**src/rtl/ssd_scan_decoder.sv**
```systemverilog
// Samples a multiplexed 8-digit seven-segment bus and stores a decoded code for each digit slot.
// Define SSD_ERR_COUNT_EN to add the saturating err_cnt output.
module ssd_scan_decoder #(
  parameter int unsigned SETTLE = 4
) (
  input  logic       Clk,
  input  logic       Reset,
  input  logic [7:0] An,
  input  logic [7:0] Cath,
  input  logic [2:0] rd_sel,
  input  logic       err_clr,
  output logic [4:0] rd_code,
  output logic       rd_valid,
  output logic       frame_done,
  output logic       scan_err
`ifdef SSD_ERR_COUNT_EN
  ,
  output logic [7:0] err_cnt
`endif
);

  typedef enum logic [1:0] {
    S_IDLE,
    S_SETTLE,
    S_CAPTURE,
    S_HOLD
  } state_t;

  localparam logic [7:0] SETTLE_LAST = 8'(SETTLE - 1);

  state_t          state_q, state_d;
  logic [7:0]      an_q, an_d;
  logic [7:0]      cath_q, cath_d;
  logic [7:0]      cnt_q, cnt_d;
  logic [7:0][4:0] slot_q, slot_d;
  logic [7:0]      valid_q, valid_d;
  logic [7:0]      mask_q, mask_d;
  logic            frame_done_q, frame_done_d;
  logic            scan_err_q, scan_err_d;
`ifdef SSD_ERR_COUNT_EN
  logic [7:0]      err_cnt_q, err_cnt_d;
`endif

  logic [7:0] an_low;
  logic       one_low;
  logic       multi_low;
  logic [5:0] dec;
  logic [7:0] mask_next;
  logic       err_event;

  // Returns {known, code}; unknown patterns map to 5'b11111.
  function automatic logic [5:0] decode(input logic [7:0] c);
    case (c)
      8'h02:   decode = {1'b1, 5'h00};
      8'h9E:   decode = {1'b1, 5'h01};
      8'h24:   decode = {1'b1, 5'h02};
      8'h0C:   decode = {1'b1, 5'h03};
      8'h98:   decode = {1'b1, 5'h04};
      8'h48:   decode = {1'b1, 5'h05};
      8'h40:   decode = {1'b1, 5'h06};
      8'h1E:   decode = {1'b1, 5'h07};
      8'h00:   decode = {1'b1, 5'h08};
      8'h08:   decode = {1'b1, 5'h09};
      8'h10:   decode = {1'b1, 5'h0A};
      8'hC0:   decode = {1'b1, 5'h0B};
      8'h62:   decode = {1'b1, 5'h0C};
      8'h84:   decode = {1'b1, 5'h0D};
      8'h60:   decode = {1'b1, 5'h0E};
      8'h70:   decode = {1'b1, 5'h0F};
      8'hFF:   decode = {1'b1, 5'h10};
      8'h88:   decode = {1'b1, 5'h11};
      8'h04:   decode = {1'b1, 5'h12};
      8'hE2:   decode = {1'b1, 5'h13};
      default: decode = {1'b0, 5'h1F};
    endcase
  endfunction

  always_comb begin
    state_d      = state_q;
    an_d         = an_q;
    cath_d       = cath_q;
    cnt_d        = cnt_q;
    slot_d       = slot_q;
    valid_d      = valid_q;
    mask_d       = mask_q;
    frame_done_d = 1'b0;
    err_event    = 1'b0;
    an_low       = ~An;
    multi_low    = (an_low & (an_low - 8'd1)) != '0;
    one_low      = (an_low != '0) && !multi_low;
    dec          = decode(cath_q);
    mask_next    = mask_q | ~an_q;

    if (multi_low) begin
      err_event = 1'b1;
      state_d   = S_IDLE;
    end else begin
      case (state_q)
        S_IDLE: begin
          if (one_low) begin
            an_d    = An;
            cath_d  = Cath;
            cnt_d   = '0;
            state_d = S_SETTLE;
          end
        end
        S_SETTLE: begin
          if (!one_low) begin
            state_d = S_IDLE;
          end else if (An != an_q || Cath != cath_q) begin
            an_d   = An;
            cath_d = Cath;
            cnt_d  = '0;
          end else if (cnt_q == SETTLE_LAST) begin
            state_d = S_CAPTURE;
          end else begin
            cnt_d = cnt_q + 8'd1;
          end
        end
        S_CAPTURE: begin
          for (int unsigned i = 0; i < 8; i++) begin
            if (!an_q[i]) begin
              slot_d[3'(i)]  = dec[4:0];
              valid_d[3'(i)] = dec[5];
            end
          end
          err_event = !dec[5];
          // A completed frame clears the mask in the same edge that raises the pulse.
          if (mask_next == '1) begin
            mask_d       = '0;
            frame_done_d = 1'b1;
          end else begin
            mask_d = mask_next;
          end
          state_d = S_HOLD;
        end
        S_HOLD: begin
          if (An != an_q) begin
            if (!one_low) begin
              state_d = S_IDLE;
            end else begin
              an_d    = An;
              cath_d  = Cath;
              cnt_d   = '0;
              state_d = S_SETTLE;
            end
          end
        end
        default: state_d = S_IDLE;
      endcase
    end

    scan_err_d = err_event ? 1'b1 : (err_clr ? 1'b0 : scan_err_q);
`ifdef SSD_ERR_COUNT_EN
    err_cnt_d = err_clr ? '0 : err_cnt_q;
    if (err_event && err_cnt_d != '1) begin
      err_cnt_d = err_cnt_d + 8'd1;
    end
`endif
  end

  always_ff @(posedge Clk or posedge Reset) begin
    if (Reset) begin
      state_q      <= S_IDLE;
      an_q         <= '1;
      cath_q       <= '1;
      cnt_q        <= '0;
      for (int unsigned i = 0; i < 8; i++) begin
        slot_q[3'(i)] <= 5'b10000;
      end
      valid_q      <= '0;
      mask_q       <= '0;
      frame_done_q <= 1'b0;
      scan_err_q   <= 1'b0;
`ifdef SSD_ERR_COUNT_EN
      err_cnt_q    <= '0;
`endif
    end else begin
      state_q      <= state_d;
      an_q         <= an_d;
      cath_q       <= cath_d;
      cnt_q        <= cnt_d;
      slot_q       <= slot_d;
      valid_q      <= valid_d;
      mask_q       <= mask_d;
      frame_done_q <= frame_done_d;
      scan_err_q   <= scan_err_d;
`ifdef SSD_ERR_COUNT_EN
      err_cnt_q    <= err_cnt_d;
`endif
    end
  end

  assign rd_code    = slot_q[rd_sel];
  assign rd_valid   = valid_q[rd_sel];
  assign frame_done = frame_done_q;
  assign scan_err   = scan_err_q;
`ifdef SSD_ERR_COUNT_EN
  assign err_cnt    = err_cnt_q;
`endif

endmodule

```
**config.mk**
```make
export PLATFORM = sky130hd
export DESIGN_NAME = ssd_scan_decoder
export DESIGN_NICKNAME = d
export VERILOG_FILES = /design/src/rtl/ssd_scan_decoder.sv
export SDC_FILE = /design/constraint.sdc
export NUM_CORES = 1
export LEC_CHECK = 0
export BUFFER_PORTS_ARGS = -buffer_cell sky130_fd_sc_hd__buf_2
export CAP_MARGIN = 25
export CORE_MARGIN = 4
export CORE_UTILIZATION = 55
export DETAILED_ROUTE_END_ITERATION = 10
export MAX_ROUTING_LAYER = met4
export PLACE_DENSITY = 0.82
export SYNTH_ARGS = -nofsm -noshare
export SYNTH_HDL_FRONTEND = slang
export SYNTH_SLANG_ARGS = --single-unit
```
**constraint.sdc**
```tcl
create_clock -name Clk -period 6.8 [get_ports Clk]
set_input_delay 0.68 -clock Clk [delete_from_list [all_inputs] [get_ports Clk]]
set_output_delay 0.68 -clock Clk [all_outputs]
set_load 0.01 [all_outputs]
```
After elaboration in Yosys (flattened, before gate mapping)
Index checks and enable logic that the tools add are counted.
{"block": "totals", "register_bits": 84, "inputBits": 22, "out_inout_bits": 8, "word_cells": 132}
{"block": "op_classes", "n_addsub": 2, "magnitude_cmp": 1, "n_eq_ne": 34, "mux": 37, "bitwise": 13, "reduce_logical": 22}
{"cell": "6-bit one-hot mux with 20 select lines", "count": 1}
{"cell": "8-bit two-way mux", "count": 14}
{"cell": "8-bit one-hot mux with 3 select lines", "count": 3}
{"cell": "8-bit == test, second input constant", "count": 8}
{"cell": "8-bit by 7-bit == test with 1-bit output, second input constant", "count": 5}
{"cell": "3-bit AND reduction", "count": 8}
{"cell": "8-bit by 2-bit == test with 1-bit output, second input constant", "count": 2}
{"cell": "8-bit by 4-bit == test with 1-bit output, second input constant", "count": 2}
{"cell": "8-bit by 5-bit == test with 1-bit output, second input constant", "count": 2}
{"cell": "8-bit inequality test", "count": 2}
{"cell": "8-bit NOT", "count": 2}
{"cell": "8-bit nonzero test", "count": 2}
{"cell": "5-bit binary-select mux with 3-bit select", "count": 1}
{"cell": "2-bit two-way mux", "count": 6}
{"cell": "5-bit AND reduction", "count": 2}
{"cell": "1-bit two-way mux", "count": 9}
{"cell": "3-bit inequality test, second input constant", "count": 3}
{"cell": "1-bit NOT", "count": 9}
{"cell": "8-bit by 1-bit adder with 8-bit output, second input constant", "count": 1}
{"cell": "8-bit AND", "count": 1}
{"cell": "8-bit by 3-bit == test with 1-bit output, second input constant", "count": 1}
{"cell": "8-bit by 6-bit == test with 1-bit output, second input constant", "count": 1}
{"cell": "8-bit zero test", "count": 1}
{"cell": "4-bit inequality test, second input constant", "count": 2}
{"cell": "17 further kinds", "count": 21}

Longest topological paths before layout
{"block": "depth", "ltp_word": 10, "depth_mapped": 9, "depth_no_buf": 6}

Worst setup path after synthesis
No wires, ideal clock.
{"block": "synth_timing", "path_type": "in2out", "startpoint": "input port rd_sel[0]", "endpoint": "output port rd_code[2]", "arrival_time_ps": 1956, "required_ps": 6120, "path_slack_ps": 4164, "stages": 3, "n_path_buf": 1, "cell_sequence": "buf_1 > mux4_2 > mux2_2"}
{"block": "synth_via", "elab_chain_cells": 2}
{"item": "start, declared", "line_no": "10", "text": "input logic [2:0] rd_sel,"}
{"item": "5-bit binary-select mux with 3-bit select", "line_no": "194", "text": "assign rd_code = slot_q[rd_sel];"}
{"item": "5-bit two-way mux (implied by the code)", "line_no": "194"}
{"item": "end, declared", "line_no": "12", "text": "output logic [4:0] rd_code,"}
No other way between the ends. The select of a mux whose other input is x is not followed.

Worst setup path in the final report
{"block": "layout_timing", "startpoint": "register cath_q[7]", "endpoint": "register valid_q[7]"}
{"block": "layout_via", "elab_chain_cells": 2, "elab_cells_between_ends": 21, "classes_between": "eq/ne: 19; mux: 1; reduce/logical: 1"}
{"item": "start, declared", "line_no": "33", "text": "logic [7:0] cath_q, cath_d;"}
{"item": "start signal, assigned", "line_no": "181", "text": "cath_q <= cath_d;"}
{"item": "8-bit == test (tied with other cells)", "line_no": "53", "text": "case (c)"}
{"item": "6-bit one-hot mux with 20 select lines (*)", "line_no": "53"}
{"item": "end signal, assigned", "line_no": "184", "text": "valid_q <= valid_d;"}
{"item": "end, declared", "line_no": "36", "text": "logic [7:0] valid_q, valid_d;"}
Every way passes the cells marked *; elsewhere a longest branch is shown, timed or not.
A chain may end at the register's enable or synchronous reset.

==> summary.md <==
| Metric | Value |
|---|---|
| Post-synthesis mux area share | `21.88%` |
| Vias in the first global route | `3273` |
| Number of flops mapped to enable cells by yosys | `0` |
| Final Non-Filler Cells | `520` |
| Met2 WL post-DR | `4.883 mm` |
| Seq/Total Area, Yosys | `46.14%` |
| First-pass GRT wire length | `16.64 mm` |
| DR vias | `3243` |
| # placed instances | `503` |
| Top cell type's share of synthesized area | `32.49%` |
| Critical path cell sequence | `nor3_1 -> and3_1 -> o21a_1 -> nor4_4 -> nand2_1 -> mux2_2` |
| Final min period | `2720 ps` |
| Total Routing Usage GR | `21.85%` |
| Starting Density | `56.52%` |
| Crit path max fanout | `21` |
| WP buf/inv | `0` |
| Clk sink count | `84` |
| Post-route clock period utilization | `40.00%` |
| R2R Path Start | `cath_q[7]` |
| Met1 Wirelength | `4.399 mm` |
| Num CTS Buffers | `9` |
| Setup TNS | `0 ps` |
| Final GP Congestion | `0.8719` |
| Commonest cells post-synth | `64 x mux2_2, 60 x dfrtp_1, 24 x dfstp_2` |
| Max VDD drop | `99.05 uV` |
| Met3 Wirelength | `350 um` |
| Status | `finished, final reports clean` |
| Number of I/O pins | `30` |
| CP Launch Point | `cath_q[7]` |
| Critical Path Sink Type | `flop` |
| Worst EP arrival | `2960 ps` |
| Synth Area in Simple Gates | `13.46%` |
| Worst Tran Pin Value | `1084 ps` |
| Post-CTS resize count | `0` |
| Compound-Gate Fraction of Synth Area | `10.83%` |
| Post-CTS Setup Inserts | `0` |
| DP HPWL | `6.742 mm` |
| Layout cells sized above 1 | `39.28%` |
| Post-synth top area cell | `dfrtp_1` |
| Top cells by area, synth | `dfrtp_1 32%, mux2_2 16%, dfstp_2 14%, mux4_2 5.8%, xor2_1 1.9%` |
| Type of the worst setup path | `reg -> reg` |
| DRC Markers | `0` |
| Critical path launch point type | `flop` |
| Total core area | `8175 um^2` |
| Unique masters post-synth | `66` |
| Synthesis-to-layout area growth | `8.394%` |
| DR iter-0 viols | `207` |
| Largest family of logic cells by synthesized area | `multiplexers` |
| Setup Viol. Count Final | `0` |
| Fraction of synthesized cell area in xor and xnor cells | `3.412%` |
| Max Cap Viol | `0` |
| Clock Skews | `12.45 ps` |
| Die width | `99.66 um` |
| Drt wl/cell | `18.92 um` |
| CTS H-Tree Depth | `3` |
| Async set-or-reset flop fraction in the synthesized netlist | `100.0%` |
| Yosys warns | `0` |
| Final Power | `1.220 mW` |
| Post-Route WL | `9.837 mm` |
| IO Port Bufs | `29` |
| Placed instance area | `4800 um^2` |
| RSZ-0062 raised after global routing | `false` |
| Post-DRT Antenna Nets | `0` |
| Final Hold Violating Endpoints | `0` |
| Slew Viols, Final | `0` |
| Hold-fix buffers, CTS | `0` |
| Seq cells post-synth | `84` |
| Clk root buf | `clkbuf_8` |
| CP max-delay cell | `dfstp_2` |
| CTS tree | `done` |
| Cells after Synth | `390` |
| Pwr Density | `243.6 nW/um^2` |
| Crit-path leading delay family | `simple AND/OR/NAND/NOR gates` |
| # diodes | `0` |
| Count leader, synth | `mux2_2` |
| Largest net degree at the start of global routing | `85` |
| Fin area | `5009 um^2` |
| Worst rel slew slack | `27.08%` |
| Clock tree buffer depth | `2` |
| FMAX | `367.7 MHz` |
| Cell row count | `33` |
| Post-synth top flop | `dfrtp_1` |
| Die area | `9932 um^2` |
| Synthesized cell area | `4621 um^2` |
| Fill cell count | `652` |
| CP max stage delay | `790 ps` |
| Die H | `99.66 um` |
| Top Metal Used | `met4` |
| Initial antenna violation count | `0` |
| Vias per Instance | `6.237` |
| Nets | `433` |
| Drt first pass iters | `4` |
| Crit path required time | `7040 ps` |
| Overflow after GRT | `0` |
| Hold Path Class | `in -> async` |
| Adder-Cell Fraction of Synth Area | `0.4874%` |
| Clk Latency, worst-skew pair | `360 ps` |
| Avg Inst Size Synth | `11.85 um^2` |
| Clk slew on worst S/H paths | `90 ps` |
| Mapped Nets | `413` |
| Pleak | `2.211 nW` |
-- registers in the layout, indices dropped and copies added, names as in the netlist, 2 cells and up --
signal / flops
valid_q: 8
cnt_q: 8
mask_q: 8
slot_q: 40
state_q: 2
cath_q: 8
an_q: 8
-- power breakdown --
part,total [mW],switching [mW],internal [mW]
Combinational,0.248,0.135,0.113
Sequential,0.642,0.0881,0.554
Clock,0.330,0.192,0.138
-- placed cells by master (no fill, tap or decap), drive strengths merged, types with 10 or more instances in the layout --
| cell type | instances |
|---|---|
| nor2 | 23 |
| a21oi | 12 |
| mux2 | 64 |
| inv | 17 |
| xor2 | 10 |
| dfstp | 24 |
| dfrtp | 60 |
| mux4 | 12 |
| o21a | 10 |
| nor3 | 12 |
| buf | 32 |
| nand2 | 17 |
-- routing by layer --
metal	vias to the layer above	track usage, %
met5	-	-
li1	1495	-
met3	20	4.208
met2	64	34.43
met1	1664	28.25
met4	0	7.983
-- stage by stage --
| stage | hold WS (ps) | setup slack (ps) | util, % |
|---|---|---|---|
| floorplan | 454.6 | 3995 | - |
| CTS | 498.1 | 4068 | 60.93 |
| detailed placement | 476.5 | 3822 | 58.71 |
| global placement | 466.3 | 3882 | 58.71 |
| finish | 275.7 | 4080 | 61.26 |
| global route | 264.2 | 3922 | 61.26 |
-- path summary, 6_finish.rpt --
| path | to | slack, ps | cells past startpoint |
|---|---|---|---|
| setup / recovery | valid_q[7] | 4080 | 6 |
| hold / removal | cnt_q[0] | 280 | 3 |
| setup reg to reg | valid_q[7] | 4080 | 6 |
| hold reg to reg | mask_q[5] | 500 | 1 |
| max in group asynchronous | an_q[5] | 5870 | 4 |
| min in group Clk | mask_q[5] | 500 | 1 |
-- logic make-up (layout without fill, tap and decap cells) --
group	Yosys count	count (layout)
buf+inv	38	63
xor+xnor	18	18
fa+ha+maj	2	2
simple gates	106	106
compound gates	64	64
flops	84	84
mux	78	78
-- worst min-delay path: stages --
cell and delay [ps]:
buf_2 100, clkinv_2 30, buf_4 170
-- area by class of cell --
class | count | area, um^2 | share of cell area [%]
Multi-Input combinational cell | 268 | 2318 | 46.29
Inverter | 15 | 57.56 | 1.149
Timing Repair Buffer | 32 | 187.7 | 3.747
Clock buffer | 9 | 123.9 | 2.473
Sequential cell | 84 | 2132 | 42.57
Clock inverter | 7 | 57.56 | 1.149
Tap cell | 105 | 131.4 | 2.623
No activity file was read; power rests on OpenSTA's default activity.
